[config.mk]
export PLATFORM = sky130hd
export DESIGN_NAME = iob_cache_axil_bridge
export DESIGN_NICKNAME = d
export VERILOG_FILES = /design/src/rtl/iob_cache_axil_bridge.sv
export SDC_FILE = /design/constraint.sdc
export NUM_CORES = 1
export LEC_CHECK = 0
export BUFFER_PORTS_ARGS = -buffer_cell sky130_fd_sc_hd__buf_2
export CAP_MARGIN = 20
export CORE_MARGIN = 4
export CORE_UTILIZATION = 47
export CTS_CLUSTER_SIZE = 24
export DETAILED_ROUTE_END_ITERATION = 10
export HOLD_SLACK_MARGIN = 0.05
export PLACE_DENSITY = 0.82
export SLEW_MARGIN = 20
export SYNTH_ARGS = -nofsm -noshare
export SYNTH_HDL_FRONTEND = slang
export SYNTH_SLANG_ARGS = --single-unit
[constraint.sdc]
create_clock -name clk -period 10.29 [get_ports clk]
set_clock_uncertainty 0.15 [all_clocks]
set_input_delay 1.029 -clock clk [delete_from_list [all_inputs] [get_ports clk]]
set_output_delay 1.029 -clock clk [all_outputs]
set_load 0.03 [all_outputs]
[src/rtl/iob_cache_axil_bridge.sv]
// iob_cache_axil_bridge: cache native memory port to AXI4-Lite master.
// Define IOB_CACHE_AXIL_ERR_EN to add the sticky err output.
module iob_cache_axil_bridge #(
    parameter int ADDR_W = 32,
    parameter int DATA_W = 32,
    parameter int NBYTES = DATA_W / 8
) (
    input  logic              clk,
    input  logic              reset,

    input  logic              valid,
    input  logic [ADDR_W-1:0] addr,
    input  logic [DATA_W-1:0] wdata,
    input  logic [NBYTES-1:0] wstrb,
    output logic [DATA_W-1:0] rdata,
    output logic              ready,
`ifdef IOB_CACHE_AXIL_ERR_EN
    output logic              err,
`endif

    output logic [ADDR_W-1:0] m_axil_awaddr,
    output logic [2:0]        m_axil_awprot,
    output logic              m_axil_awvalid,
    input  logic              m_axil_awready,

    output logic [DATA_W-1:0] m_axil_wdata,
    output logic [NBYTES-1:0] m_axil_wstrb,
    output logic              m_axil_wvalid,
    input  logic              m_axil_wready,

    input  logic [1:0]        m_axil_bresp,
    input  logic              m_axil_bvalid,
    output logic              m_axil_bready,

    output logic [ADDR_W-1:0] m_axil_araddr,
    output logic [2:0]        m_axil_arprot,
    output logic              m_axil_arvalid,
    input  logic              m_axil_arready,

    input  logic [DATA_W-1:0] m_axil_rdata,
    input  logic [1:0]        m_axil_rresp,
    input  logic              m_axil_rvalid,
    output logic              m_axil_rready
);

    typedef enum logic [2:0] {
        IDLE,
        WADDR,
        WRESP,
        RADDR,
        RDATA,
        DONE
    } state_t;

    state_t            state_q, state_d;
    logic [ADDR_W-1:0] addr_q, addr_d;
    logic [DATA_W-1:0] wdata_q, wdata_d;
    logic [NBYTES-1:0] wstrb_q, wstrb_d;
    logic [DATA_W-1:0] rdata_q, rdata_d;
    logic              awvalid_q, awvalid_d;
    logic              wvalid_q, wvalid_d;
    logic              bready_q, bready_d;
    logic              arvalid_q, arvalid_d;
    logic              rready_q, rready_d;

    logic aw_done;
    logic w_done;
    logic b_fire;
    logic r_fire;

    // A channel counts as done once its valid has dropped or is handshaking now
    assign aw_done = ~awvalid_q | m_axil_awready;
    assign w_done  = ~wvalid_q | m_axil_wready;
    assign b_fire  = bready_q & m_axil_bvalid;
    assign r_fire  = rready_q & m_axil_rvalid;

    always_ff @(posedge clk or posedge reset) begin
        if (reset) begin
            state_q   <= IDLE;
            addr_q    <= '0;
            wdata_q   <= '0;
            wstrb_q   <= '0;
            rdata_q   <= '0;
            awvalid_q <= 1'b0;
            wvalid_q  <= 1'b0;
            bready_q  <= 1'b0;
            arvalid_q <= 1'b0;
            rready_q  <= 1'b0;
        end else begin
            state_q   <= state_d;
            addr_q    <= addr_d;
            wdata_q   <= wdata_d;
            wstrb_q   <= wstrb_d;
            rdata_q   <= rdata_d;
            awvalid_q <= awvalid_d;
            wvalid_q  <= wvalid_d;
            bready_q  <= bready_d;
            arvalid_q <= arvalid_d;
            rready_q  <= rready_d;
        end
    end

    always_comb begin
        state_d   = state_q;
        addr_d    = addr_q;
        wdata_d   = wdata_q;
        wstrb_d   = wstrb_q;
        rdata_d   = rdata_q;
        awvalid_d = awvalid_q;
        wvalid_d  = wvalid_q;
        bready_d  = bready_q;
        arvalid_d = arvalid_q;
        rready_d  = rready_q;

        unique case (state_q)
            IDLE: begin
                if (valid) begin
                    addr_d  = addr;
                    wdata_d = wdata;
                    wstrb_d = wstrb;
                    if (|wstrb) begin
                        awvalid_d = 1'b1;
                        wvalid_d  = 1'b1;
                        state_d   = WADDR;
                    end else begin
                        arvalid_d = 1'b1;
                        state_d   = RADDR;
                    end
                end
            end
            WADDR: begin
                if (m_axil_awready) begin
                    awvalid_d = 1'b0;
                end
                if (m_axil_wready) begin
                    wvalid_d = 1'b0;
                end
                if (aw_done && w_done) begin
                    bready_d = 1'b1;
                    state_d  = WRESP;
                end
            end
            WRESP: begin
                if (b_fire) begin
                    bready_d = 1'b0;
                    state_d  = DONE;
                end
            end
            RADDR: begin
                if (m_axil_arready) begin
                    arvalid_d = 1'b0;
                    rready_d  = 1'b1;
                    state_d   = RDATA;
                end
            end
            RDATA: begin
                if (r_fire) begin
                    rdata_d  = m_axil_rdata;
                    rready_d = 1'b0;
                    state_d  = DONE;
                end
            end
            DONE: begin
                state_d = IDLE;
            end
            default: begin
                state_d = IDLE;
            end
        endcase
    end

    assign ready          = (state_q == DONE);
    assign rdata          = rdata_q;

    assign m_axil_awaddr  = addr_q;
    assign m_axil_awprot  = 3'b010;
    assign m_axil_awvalid = awvalid_q;
    assign m_axil_wdata   = wdata_q;
    assign m_axil_wstrb   = wstrb_q;
    assign m_axil_wvalid  = wvalid_q;
    assign m_axil_bready  = bready_q;
    assign m_axil_araddr  = addr_q;
    assign m_axil_arprot  = 3'b010;
    assign m_axil_arvalid = arvalid_q;
    assign m_axil_rready  = rready_q;

`ifdef IOB_CACHE_AXIL_ERR_EN
    logic err_q, err_d;
    logic unused_resp;

    // Only SLVERR/DECERR (resp[1]) are treated as errors
    assign err_d = err_q
                 | (b_fire & m_axil_bresp[1])
                 | (r_fire & m_axil_rresp[1]);

    always_ff @(posedge clk or posedge reset) begin
        if (reset) begin
            err_q <= 1'b0;
        end else begin
            err_q <= err_d;
        end
    end

    assign err         = err_q;
    assign unused_resp = m_axil_bresp[0] ^ m_axil_rresp[0];
`else
    logic unused_resp;

    assign unused_resp = ^{m_axil_bresp, m_axil_rresp};
`endif

endmodule

# == Yosys cells after proc, flatten, opt, wreduce, memory -nomap -nowiden ==
# Index checks and enable logic that the tools add are counted.
# Widths: inputs -> output; s select.
# classes
n_eq_ne,14
n_reduce_logical,15
n_bitwise,6
muxes,23
# ops
op,count
$ne 2x2->1 const B,9
$mux 3,5
$pmux 3 s5,1
$reduce_and 4->1,3
$mux 1,11
$pmux 1 s2,5
$reduce_bool 2->1,4
$eq 3x2->1 const B,2
$eq 3x3->1 const B,2
$reduce_and 3->1,2
$reduce_and 5->1,1
$reduce_and 2->1,2
$reduce_or 4->1,1
$eq 3x1->1 const B,1
$logic_not 3->1,1
$and 1x1->1,2
$mux 2,1
$not 1->1,2
$or 1x1->1,2
$logic_and 1x1->1,1
# word_totals
register_bits,108

# == Depth between registers and ports, before layout ==
# Gate-level depths: netlist of the first run.
# depth
depth_word,5
mapped_depth,7
mapped_depth_nobuf,5

# == Worst setup path before layout of the first run ==
# No wires, ideal clock.
# synth_timing
path_type,flip-flop to output port
from,register state_q[0]
to,output port ready
required_ns,9.111
path_buffers,1
path_stages_with_launch,3
t_arrival_ns,1.008
path_slack_ns,8.103
cell_sequence,dfrtp_1 > clkbuf_1 > and3_1
# synth_between
elab_chain_len,1
# synth_rtl
element,line_no,rtl
from (decl),55,"state_t state_q, state_d;"
from (signal assigned),90,state_q <= state_d;
$eq 3x3->1,172,assign ready = (state_q == DONE);
to (decl),16,"output logic ready,"
# No other way between the ends.

# == Final worst setup path of the first run ==
# Ends and elaborated chain as after synthesis.

==> results.md, run 1 <==
- Fin Setup TNS: 0 ns
- Vias in the first global route: 3254
- PwrDens: 394 mW/mm^2
- Kind of end point of the critical path: primary output
- Placement Setup Slack: 7.49 ns
- Fill cell instance count of the final layout: 763
- Portion of the clock cycle consumed by the worst path in the final layout: 0.253
- Post-CTS Setup Inserts: 0
- DIE AREA: 0.0111 sq mm
- RSZ-0062 raised after global routing: no
- Share of cells above drive strength 1: 0.695
- Weighted congestion reported at the end of routability-driven placement: 0.725
- Max-Cap Viols: 0
- Clk Latency, worst-skew pair: 0.35 ns
- Cells after synthesis: 309
- First-pass detailed-route iteration total: 4
- Depth of the CTS H-tree: 3
- Peak supply drop: 0.000191 V
- Per-cell via count in the routed design: 4.76
- HP Class: flop to flop
- Run status: finished, final reports clean
- Transition time at the pin with the least slew margin: 0.975 ns
- DR vias: 3108
- Leakage power figure: 2.94 nW
- Die Height: 106 um
- Min Tclk post-route: 2.60 ns
- Number of endpoints with negative hold slack in the final report: 0
- Register clock-pin slew on the reported worst setup and hold paths: 0.10 ns
- Worst hold margin: 0.357 ns
- Tightest slew margin relative to the limit: 0.348
- Remaining Overflow, GRT: 0
- Data arrival, critical path: 1.43 ns
- Min setup slack post-route: 7.69 ns
- Final slew viol count: 0
- Longest Clk Path Bufs: 2
- Number of buffers added by the clock tree synthesis step: 9
- Global-route wire length before repair: 16.4 mm
- Combined global-route utilization of all metal layers: 0.184
- Distinct cell type count after synthesis: 27
- Post-cts resize count: 0
- Area of the placeable core: 0.00924 sq mm
- Antenna Diode Count: 0
- I/O pin count: 256
- Remaining number of nets flagged by the antenna check after routing: 0
- Iteration-0 DRC count of the detailed router: 114
- Die W: 106 um
- Maximum number of pins on one net before global-route repair: 70
- Number of setup violations in the final report: 0
- WL final: 10.2 mm
- Crit start category: flop
- Floorplan row count: 35
- Data required time of the critical path: 9.11 ns
- Remaining routing DRC violations: 0
- Nets: 631
- Mean post-synth cell area: 14.5 sq um
- Initial core utilization: 0.484
- Hold-fix buffers, CTS: 0
- Delay of the slowest cell on the worst path: 0.63 ns
- Number of input and output port buffers inserted: 245
- List of cells traversed by the critical path: and3_1 > buf_2
- Setup Crit Path Kind: flop to primary output
- Detailed Place HPWL: 7.86 mm
- CTS tree: built
- Clock root buffer master: sky130_fd_sc_hd__clkbuf_8
- Core utilization of the finished layout: 0.620
- Initial antenna violation count: 0
- Number of buffers and inverters on the critical path: 1
- Routed length per placed instance: 15.7 um
- Cell family contributing the most delay on the critical path: flip-flops
- Total of warnings raised by yosys: 0
- Area Growth Syn to Fin: 28.3%
- Critical Path Slowest Stage Cell: sky130_fd_sc_hd__dfrtp_1
- Post-Synthesis Cell Area: 0.00447 sq mm
- Number of register bits inferred by synthesis: 108
- Sequential share of the synthesized area: 0.605
- CTS sink cnt: 108
- Crit-path max FO: 16
- Maximum frequency from static timing analysis: 384 MHz
-- report_power, final --
group / internal (W) / switching [W]
logic: 0.000415 / 0.000811
clock network: 0.000122 / 0.000142
registers: 0.000636 / 0.000131
total: 0.00117 / 0.00108
-- sequential cells by signal, indices dropped and copies added, names as in the netlist --
register        flops
m_axil_araddr      32
m_axil_wdata       32
rdata              32
m_axil_wstrb        4
state_q             3
m_axil_arvalid      1
m_axil_awvalid      1
m_axil_bready       1
m_axil_rready       1
m_axil_wvalid       1
-- logic make-up after synthesis --
| group | count (synthesis) | share of synthesized area |
|---|---|---|
| AO/OA/AOI/OAI | 16 | 0.0207 |
| buffers and inverters | 56 | 0.0854 |
| flip-flops | 108 | 0.605 |
| multiplexers | 103 | 0.259 |
| other | 2 | 0.00168 |
| AND/OR/NAND/NOR | 24 | 0.0283 |
-- layer usage --
layer / global-route usage / wire, um
met5: 0 / 0
met4: 0.0509 / 116
met3: 0.0521 / 942
met2: 0.328 / 5410
met1: 0.218 / 3750
-- through the flow --
stage / std cells / total power, W / area (sq um)
floorplan: 313 / 0.00173 / 4480
global placement: 637 / 0.00198 / 5520
detailed placement: 637 / 0.00202 / 5520
CTS: 653 / 0.00228 / 5730
global route: 653 / 0.00239 / 5730
finish: 653 / 0.00226 / 5730
-- worst reg2reg max path: cells and delay by family (launching register included) --
kind / cells / cell delay, ns
simple gates: 2 / 1.09
mux: 1 / 0.60
flops: 1 / 0.55
-- cell usage after synthesis (all sizes together) --
cell type | instances | area (sq um)
conb | 2 | 7.51
nor3b | 1 | 7.51
o22ai | 1 | 6.26
a32oi | 1 | 8.76
mux2 | 101 | 1140
inv | 4 | 15.0
nand2 | 8 | 30.0
o21ai | 6 | 30.0
mux2i | 2 | 20.0
clkbuf | 1 | 3.75
nand4 | 1 | 12.5
nor4 | 2 | 12.5
a21oi | 3 | 15.0
and3 | 2 | 12.5
nand3 | 1 | 5.00
and3b | 1 | 8.76
dfrtp | 108 | 2700
nor2 | 5 | 18.8
nor3 | 1 | 5.00
buf | 51 | 363
a211oi | 1 | 7.51
a31oi | 4 | 25.0
or4 | 1 | 7.51
and2 | 1 | 6.26
-- final cells by class --
cell class                      instances  area (sq um)  share of cell area
Sequential cell                       108          2700               0.472
Tap cell                              129           161              0.0282
Timing Repair Buffer                  247          1240               0.217
Clock buffer                           10           138              0.0240
Clock inverter                          6          70.1              0.0122
Inverter                                4          17.5             0.00306
Multi-Input combinational cell        149          1400               0.244
-- worst paths after layout --
path	start	endpoint	slack, ns	cells after the start
min in group asynchronous	reset	m_axil_wdata[6]	0.59	2
hold reg to reg	rdata[3]	rdata[3]	0.36	1
setup reg to reg	state_q[0]	rdata[29]	7.78	3
hold / removal	rdata[3]	rdata[3]	0.36	1
max in group asynchronous	reset	rdata[21]	8.21	3
setup / recovery	state_q[0]	ready	7.69	2
-- placed cells by master, fill, tap and decap left out, types with 2 or more instances in the layout --
| cell type | instances |
|---|---|
| sky130_fd_sc_hd__nor2_1 | 5 |
| sky130_fd_sc_hd__and3_1 | 2 |
| sky130_fd_sc_hd__clkinv_4 | 2 |
| sky130_fd_sc_hd__buf_4 | 2 |
| sky130_fd_sc_hd__mux2_1 | 3 |
| sky130_fd_sc_hd__o21ai_0 | 6 |
| sky130_fd_sc_hd__nand2_1 | 8 |
| sky130_fd_sc_hd__a21oi_1 | 3 |
| sky130_fd_sc_hd__dfrtp_1 | 108 |
| sky130_fd_sc_hd__mux2_2 | 98 |
| sky130_fd_sc_hd__nor4_1 | 2 |
| sky130_fd_sc_hd__mux2i_1 | 2 |
| sky130_fd_sc_hd__inv_1 | 3 |
| sky130_fd_sc_hd__buf_2 | 245 |
| sky130_fd_sc_hd__inv_6 | 2 |
| sky130_fd_sc_hd__clkbuf_8 | 10 |
| sky130_fd_sc_hd__conb_1 | 6 |
| sky130_fd_sc_hd__a31oi_1 | 4 |
Power figures use the tool's default switching activity.
==> run 2: changes to the inputs <==
--- a/config.mk
+++ b/config.mk
@@ -8,11 +8,11 @@
 export BUFFER_PORTS_ARGS = -buffer_cell sky130_fd_sc_hd__buf_2
 export CAP_MARGIN = 20
 export CORE_MARGIN = 4
-export CORE_UTILIZATION = 47
+export CORE_UTILIZATION = 40
 export CTS_CLUSTER_SIZE = 24
 export DETAILED_ROUTE_END_ITERATION = 10
 export HOLD_SLACK_MARGIN = 0.05
-export PLACE_DENSITY = 0.82
+export PLACE_DENSITY = 0.74
 export SLEW_MARGIN = 20
 export SYNTH_ARGS = -nofsm -noshare
 export SYNTH_HDL_FRONTEND = slang
==> constraint.sdc (replaced) <==
create_clock -name clk -period 2.1 [get_ports clk]
set_clock_uncertainty 0.15 [all_clocks]
set_input_delay 0.21 -clock clk [delete_from_list [all_inputs] [get_ports clk]]
set_output_delay 0.21 -clock clk [all_outputs]
set_load 0.03 [all_outputs]
==> results.md, run 2 (synthesis results as in run 1) <==
- DIE AREA: 0.0129 sq mm (+16%)
- Initial antenna violation count: 0 (unchanged)
- Core utilization of the finished layout: 0.629 (+0.00865)
- Routed length per placed instance: 15.6 um (about the same)
- Depth of the most critical reg-to-reg path: 4 (+1)
- Crit-path max FO: 50 (+34)
- Run status: finished, final reports clean
- Max-Cap Viols: 0 (unchanged)
- Kind of end point of the critical path: flop
- Hold Path Sink: m_axil_arvalid
- Per-cell via count in the routed design: 4.64 (-2.5%)
- Post-CTS Setup Inserts: 0 (unchanged)
- Antenna Diode Count: 0 (unchanged)
- Remaining number of nets flagged by the antenna check after routing: 0 (unchanged)
- Floorplan row count: 38 (+8.6%)
- GR Util met2: 0.346 (+0.0180)
- Design Area, Final: 0.00685 sq mm (+19%)
- Min Tclk post-route: 1.85 ns
- PwrDens: 1630 mW/mm^2 (+310%)
- Number of setup violations in the final report: 0 (unchanged)
- Worst hold margin: 0.0874 ns (-0.270 ns)
- Fin Setup TNS: 0 ns (unchanged)
- Setup Crit Path Kind: flop to flop
- Clk Latency, worst-skew pair: 0.35 ns (about the same)
- Vias in the first global route: 3948 (+21%)
- WL final: 12.1 mm (+19%)
- Nets: 744 (+18%)
- Maximum number of pins on one net before global-route repair: 66 (-5.7%)
- Data arrival, critical path: 1.94 ns (+0.51 ns)
- Startpoint of the most critical hold path: m_axil_arready
- First-pass detailed-route iteration total: 4 (unchanged)
- HP Class: input pin to flop
- Weighted congestion reported at the end of routability-driven placement: 0.793 (+9.4%)
- Number of buffers added by the clock tree synthesis step: 9 (unchanged)
- Clock root buffer master: sky130_fd_sc_hd__clkbuf_8
- Initial core utilization: 0.410 (-0.0732)
- Depth of the CTS H-tree: 3 (unchanged)
- Maximum frequency from static timing analysis: 540 MHz
- Detailed Place HPWL: 8.21 mm (+4.4%)
- Leading cell types in the layout, fill and taps excluded: 245 x sky130_fd_sc_hd__buf_2, 108 x sky130_fd_sc_hd__dfrtp_1, 106 x sky130_fd_sc_hd__dlygate4sd3_1, 98 x sky130_fd_sc_hd__mux2_2, 10 x sky130_fd_sc_hd__clkbuf_8
- Longest Clk Path Bufs: 2 (unchanged)
- Combined global-route utilization of all metal layers: 0.190 (+0.00576)
- Die Height: 114 um (+7.8%)
- Post-cts resize count: 0 (unchanged)
- Number of endpoints with negative hold slack in the final report: 0 (unchanged)
- Worst setup path startpoint: state_q[2]
- Crit start category: flop
- Peak supply drop: 0.00100 V (+430%)
- Post-place instance area: 0.00563 sq mm (+1.9%)
- I/O pin count: 256 (unchanged)
- CTS sink cnt: 108 (unchanged)
- Register clock-pin slew on the reported worst setup and hold paths: 0.09 ns (about the same)
- Most crowded layer after global routing: met2
- Most common library cell in the layout ignoring fill and taps: sky130_fd_sc_hd__buf_2
- Portion of the clock cycle consumed by the worst path in the final layout: 0.882
- Area Growth Syn to Fin: 53.2%
- Met1 usage in global routing: 0.208 (-0.00981)
- Global-route wire length before repair: 19.6 mm (+19%)
- Destination of the worst register-to-register timing path: m_axil_araddr[16]
- Hold-fix buffers, CTS: 106 (+106)
- Data required time of the critical path: 2.19 ns (-6.92 ns)
- DR vias: 3598 (+16%)
- Hold Path Cell Cnt: 3 (+2)
- Leakage power figure: 3.39 nW (+15%)
- Area of the placeable core: 0.0109 sq mm (+18%)
- Iteration-0 DRC count of the detailed router: 153 (+34%)
- RSZ-0062 raised after global routing: no
- Critical R2R Launch: state_q[2]
- Remaining routing DRC violations: 0 (unchanged)
- Remaining Overflow, GRT: 0 (unchanged)
- Die W: 114 um (+7.8%)
- Final slew viol count: 0 (unchanged)
- Share of cells above drive strength 1: 0.578 (-0.117)
- CTS tree: built
- Reg2Reg Setup Slack: 0.25 ns (-7.53 ns)
- Met3 track demand over resource: 0.0599 (+0.00790)
- Number of input and output port buffers inserted: 245 (unchanged)
## run 2: cell count changes in the layout (fill, tap and decap cells not counted), moves of 2 or more
cell	change
sky130_fd_sc_hd__dlygate4sd3_1	+106
sky130_fd_sc_hd__clkbuf_1	+2
sky130_fd_sc_hd__buf_12	+3
sky130_fd_sc_hd__clkinv_4	-2
sky130_fd_sc_hd__clkinvlp_4	+2
sky130_fd_sc_hd__buf_4	+4
sky130_fd_sc_hd__inv_6	-2
## run 2: per-stage QoR
step / instances / power [W] / setup WS [ns]
finish: 775 / 0.0112 / 0.248
global route: 775 / 0.0118 / 0.165
CTS: 775 / 0.0112 / 0.261
detailed placement: 655 / 0.00998 / 0.280
global placement: 655 / 0.00982 / 0.320
floorplan: 313 / 0.00850 / 0.359
## run 2: worst max path at each step
stage	to	cells after the start	slack [ns]
after floorplan	m_axil_araddr[12]	6	0.36
after global placement	m_axil_wdata[9]	4	0.32
after detailed placement	m_axil_wdata[20]	4	0.28
after CTS	m_axil_wdata[20]	4	0.26
after global routing	m_axil_wdata[20]	4	0.16
final	m_axil_araddr[16]	4	0.25
## run 2: area by class of cell
class	instances	area (sq um)
Timing Repair Buffer	360	2390
Multi-Input combinational cell	149	1400
Tap cell	140	175
Clock buffer	12	145
Sequential cell	108	2700
Clock inverter	2	12.5
Fill cell	801	4040
Inverter	4	18.8
## run 2: layer usage
layer  vias to the layer above  part of all wire
met5                         -                 0
met4                         0             0.024
met3                        23             0.090
met2                       156              0.54
met1                      1748              0.35
li1                       1671                 -
## run 2: critical path, stage by stage, from the launching register on
cell                      delay [ns]
sky130_fd_sc_hd__dfrtp_1        0.46
sky130_fd_sc_hd__nor3_1         0.20
sky130_fd_sc_hd__and2_2         0.24
sky130_fd_sc_hd__buf_12         0.26
sky130_fd_sc_hd__mux2_2         0.38
## run 2: power breakdown
part           switching [W]  total [W]  leakage, nW  internal, W
Clock               0.000643    0.00109       0.0783     0.000451
Combinational        0.00412    0.00636         2.02      0.00224
Sequential          0.000582    0.00370         1.29      0.00312
Total                0.00535     0.0112         3.39      0.00581
==> run 3: changes to the inputs <==
--- a/config.mk
+++ b/config.mk
@@ -7,7 +7,6 @@
 export LEC_CHECK = 0
 export BUFFER_PORTS_ARGS = -buffer_cell sky130_fd_sc_hd__buf_2
 export CAP_MARGIN = 20
-export CORE_MARGIN = 4
 export CORE_UTILIZATION = 40
 export CTS_CLUSTER_SIZE = 24
 export DETAILED_ROUTE_END_ITERATION = 10
==> results.md, run 3 (synthesis results as in run 1) <==
- DR vias: 3554 (-1.2%)
- Post-CTS Setup Inserts: 0 (unchanged)
- Leakage power figure: 3.42 nW (+0.94%)
- Iteration-0 DRC count of the detailed router: 111 (-27%)
- CTS tree: built
- Maximum frequency from static timing analysis: 542 MHz (+0.45%)
- Per-cell via count in the routed design: 4.57 (-1.6%)
- Part of the total power dissipated in combinational logic: 0.556 (-0.014)
- Longest Clk Path Bufs: 2 (unchanged)
- Switching Fraction: 0.472 (-0.00686)
- Min Tclk post-route: 1.84 ns (-0.00837 ns)
- DIE AREA: 0.0116 sq mm (-10%)
- Destination of the worst register-to-register timing path: m_axil_araddr[24]
- Footprint of the multi-input gates: 0.00140 sq mm (unchanged)
- Placement Setup Slack: 0.267 ns (-0.0131 ns)
- Remaining number of nets flagged by the antenna check after routing: 0 (unchanged)
- Min setup slack post-route: 0.256 ns (+0.00837 ns)
- HP Class: input pin to async pin
- Depth of the most critical reg-to-reg path: 4 (unchanged)
- Depth of the CTS H-tree: 3 (unchanged)
- Worst hold margin: 0.335 ns (+0.248 ns)
- Final slew viol count: 0 (unchanged)
- Max-Cap Viols: 0 (unchanged)
- Number of buffers added by the clock tree synthesis step: 9 (unchanged)
- Core utilization of the finished layout: 0.638 (+0.00899)
- Number of setup violations in the final report: 0 (unchanged)
- Internal Power: 0.00599 W (+3.2%)
- Sequential share of power: 0.330 (-0.002)
- Critical R2R Launch: state_q[2]
- Antenna Diode Count: 0 (unchanged)
- Clk Latency, worst-skew pair: 0.36 ns (about the same)
- Tightest slew margin relative to the limit: 0.601
- Initial core utilization: 0.412 (+0.00180)
- Portion of the clock cycle consumed by the worst path in the final layout: 0.878 (-0.00399)
- Number of buffers and inverters on the critical path: 1 (unchanged)
- Share of cells above drive strength 1: 0.580 (+0.00198)
- Critical Path Slowest Stage Cell: sky130_fd_sc_hd__dfrtp_1
- Fill cell instance count of the final layout: 790 (-1.4%)
- Die W: 108 um (-5.3%)
- Global-route wire length before repair: 17.3 mm (-12%)
- Delay of the slowest cell on the worst path: 0.50 ns (+0.04 ns)
- Floorplan row count: 38 (unchanged)
- Kind of end point of the critical path: flop
- Area taken by flip-flops and latches: 0.00270 sq mm (unchanged)
- Cell family contributing the most delay on the critical path: flip-flops
- Peak supply drop: 0.00123 V (+23%)
- Most common library cell in the layout ignoring fill and taps: sky130_fd_sc_hd__buf_2
- Run status: finished, final reports clean
- Vias in the first global route: 3651 (-7.5%)
- Maximum number of pins on one net before global-route repair: 60 (-9.1%)
- Remaining Overflow, GRT: 0 (unchanged)
- List of cells traversed by the critical path: nor3_1 > and2_2 > buf_12 > mux2_2
- I/O pin count: 256 (unchanged)
- RSZ-0062 raised after global routing: no
- Combined global-route utilization of all metal layers: 0.195 (+0.00495)
- Crit-path max FO: 26 (-48%)
- Switching component of the power: 0.00537 W (+0.36%)
- Remaining routing DRC violations: 0 (unchanged)
- Clock root buffer master: sky130_fd_sc_hd__clkbuf_8
- Number of input and output port buffers inserted: 245 (unchanged)
- Leading cell types in the layout, fill and taps excluded: 245 x sky130_fd_sc_hd__buf_2, 108 x sky130_fd_sc_hd__dfrtp_1, 107 x sky130_fd_sc_hd__dlygate4sd3_1, 98 x sky130_fd_sc_hd__mux2_2, 11 x sky130_fd_sc_hd__clkbuf_8
- Area of the placeable core: 0.0108 sq mm (-0.44%)
- Routed length per placed instance: 14.5 um (-7.5%)
- Nets: 745 (+0.13%)
- Fin Setup TNS: 0 ns (unchanged)
- WL final: 11.3 mm (-7.1%)
- Number of endpoints with negative hold slack in the final report: 0 (unchanged)
- Data arrival, critical path: 1.93 ns (about the same)
- Transition time at the pin with the least slew margin: 0.598 ns
- Clock share of power: 0.114 (+0.016)
- Crit start category: flop
- Post-cts resize count: 0 (unchanged)
- Post-Place Cells: 655 (unchanged)
- Area Growth Syn to Fin: 54.7%
- Initial antenna violation count: 0 (unchanged)
- Detailed Place HPWL: 7.33 mm (-11%)
- Setup Crit Path Kind: flop to flop
- Register clock-pin slew on the reported worst setup and hold paths: 0.10 ns (about the same)
- PwrDens: 1640 mW/mm^2 (+0.82%)
- Weighted congestion reported at the end of routability-driven placement: 0.713 (-10%)
- CTS sink cnt: 108 (unchanged)
- Reg2Reg Setup Slack: 0.26 ns (about the same)
- Data required time of the critical path: 2.19 ns (about the same)
- First-pass detailed-route iteration total: 4 (unchanged)
- Die Height: 108 um (-5.3%)
- Final std cells w/o fill: 778 (+0.39%)
==> run 3: routing by layer <==
layer  routed length [um]  track usage  vias to the layer above
met2                 6200        0.368                      163
met1                 4120        0.207                     1711
met4                  110       0.0656                        0
met5                    0            0                        -
li1                     -            -                     1670
met3                  828       0.0533                       10
==> run 3: power by group through the flow <==
stage	Sequential (W)	Clock [W]	Combinational [W]
after floorplan	0.00576	0	0.00274
after global placement	0.00369	0	0.00608
after detailed placement	0.00377	0	0.00617
after CTS	0.00374	0.00134	0.00633
after global routing	0.00390	0.00143	0.00666
final	0.00375	0.00129	0.00631
==> run 3: worst max-delay path by stage <==
stage | start | to | cells after the start | slack [ns]
final | state_q[2] | m_axil_araddr[24] | 4 | 0.26
after global routing | state_q[0] | state_q[0] | 5 | 0.11
after CTS | state_q[1] | rdata[21] | 5 | 0.25
after detailed placement | state_q[1] | rdata[21] | 5 | 0.27
after global placement | state_q[2] | state_q[0] | 4 | 0.31
after floorplan | state_q[0] | m_axil_araddr[12] | 6 | 0.36
==> run 3: timing repair <==
| action | in CTS | in global routing |
|---|---|---|
| hold buffers | 107 | 0 |
| setup endpoints to repair | 0 | 0 |
| hold endpoints to repair | 214 | 0 |
==> run 3: through the flow <==
| step | cell area (sq um) | total power [W] |
|---|---|---|
| floorplan | 4490 | 0.00850 |
| CTS | 6910 | 0.0114 |
| global placement | 5640 | 0.00976 |
| detailed placement | 5640 | 0.00994 |
| finish | 6910 | 0.0114 |
| global route | 6910 | 0.0120 |
==> run 3: layout make-up <==
cell class	count	share of cell area
Inverter	4	0.00271
Sequential cell	108	0.391
Timing Repair Buffer	361	0.349
Multi-Input combinational cell	149	0.202
Clock buffer	12	0.0224
Clock inverter	4	0.00688
Tap cell	140	0.0253
==> run 3: worst min-delay path, stage by stage <==
cell and delay [ns]:
sky130_fd_sc_hd__dlygate4sd3_1 0.54, sky130_fd_sc_hd__buf_2 0.14, sky130_fd_sc_hd__clkinvlp_4 0.08, sky130_fd_sc_hd__buf_12 0.28
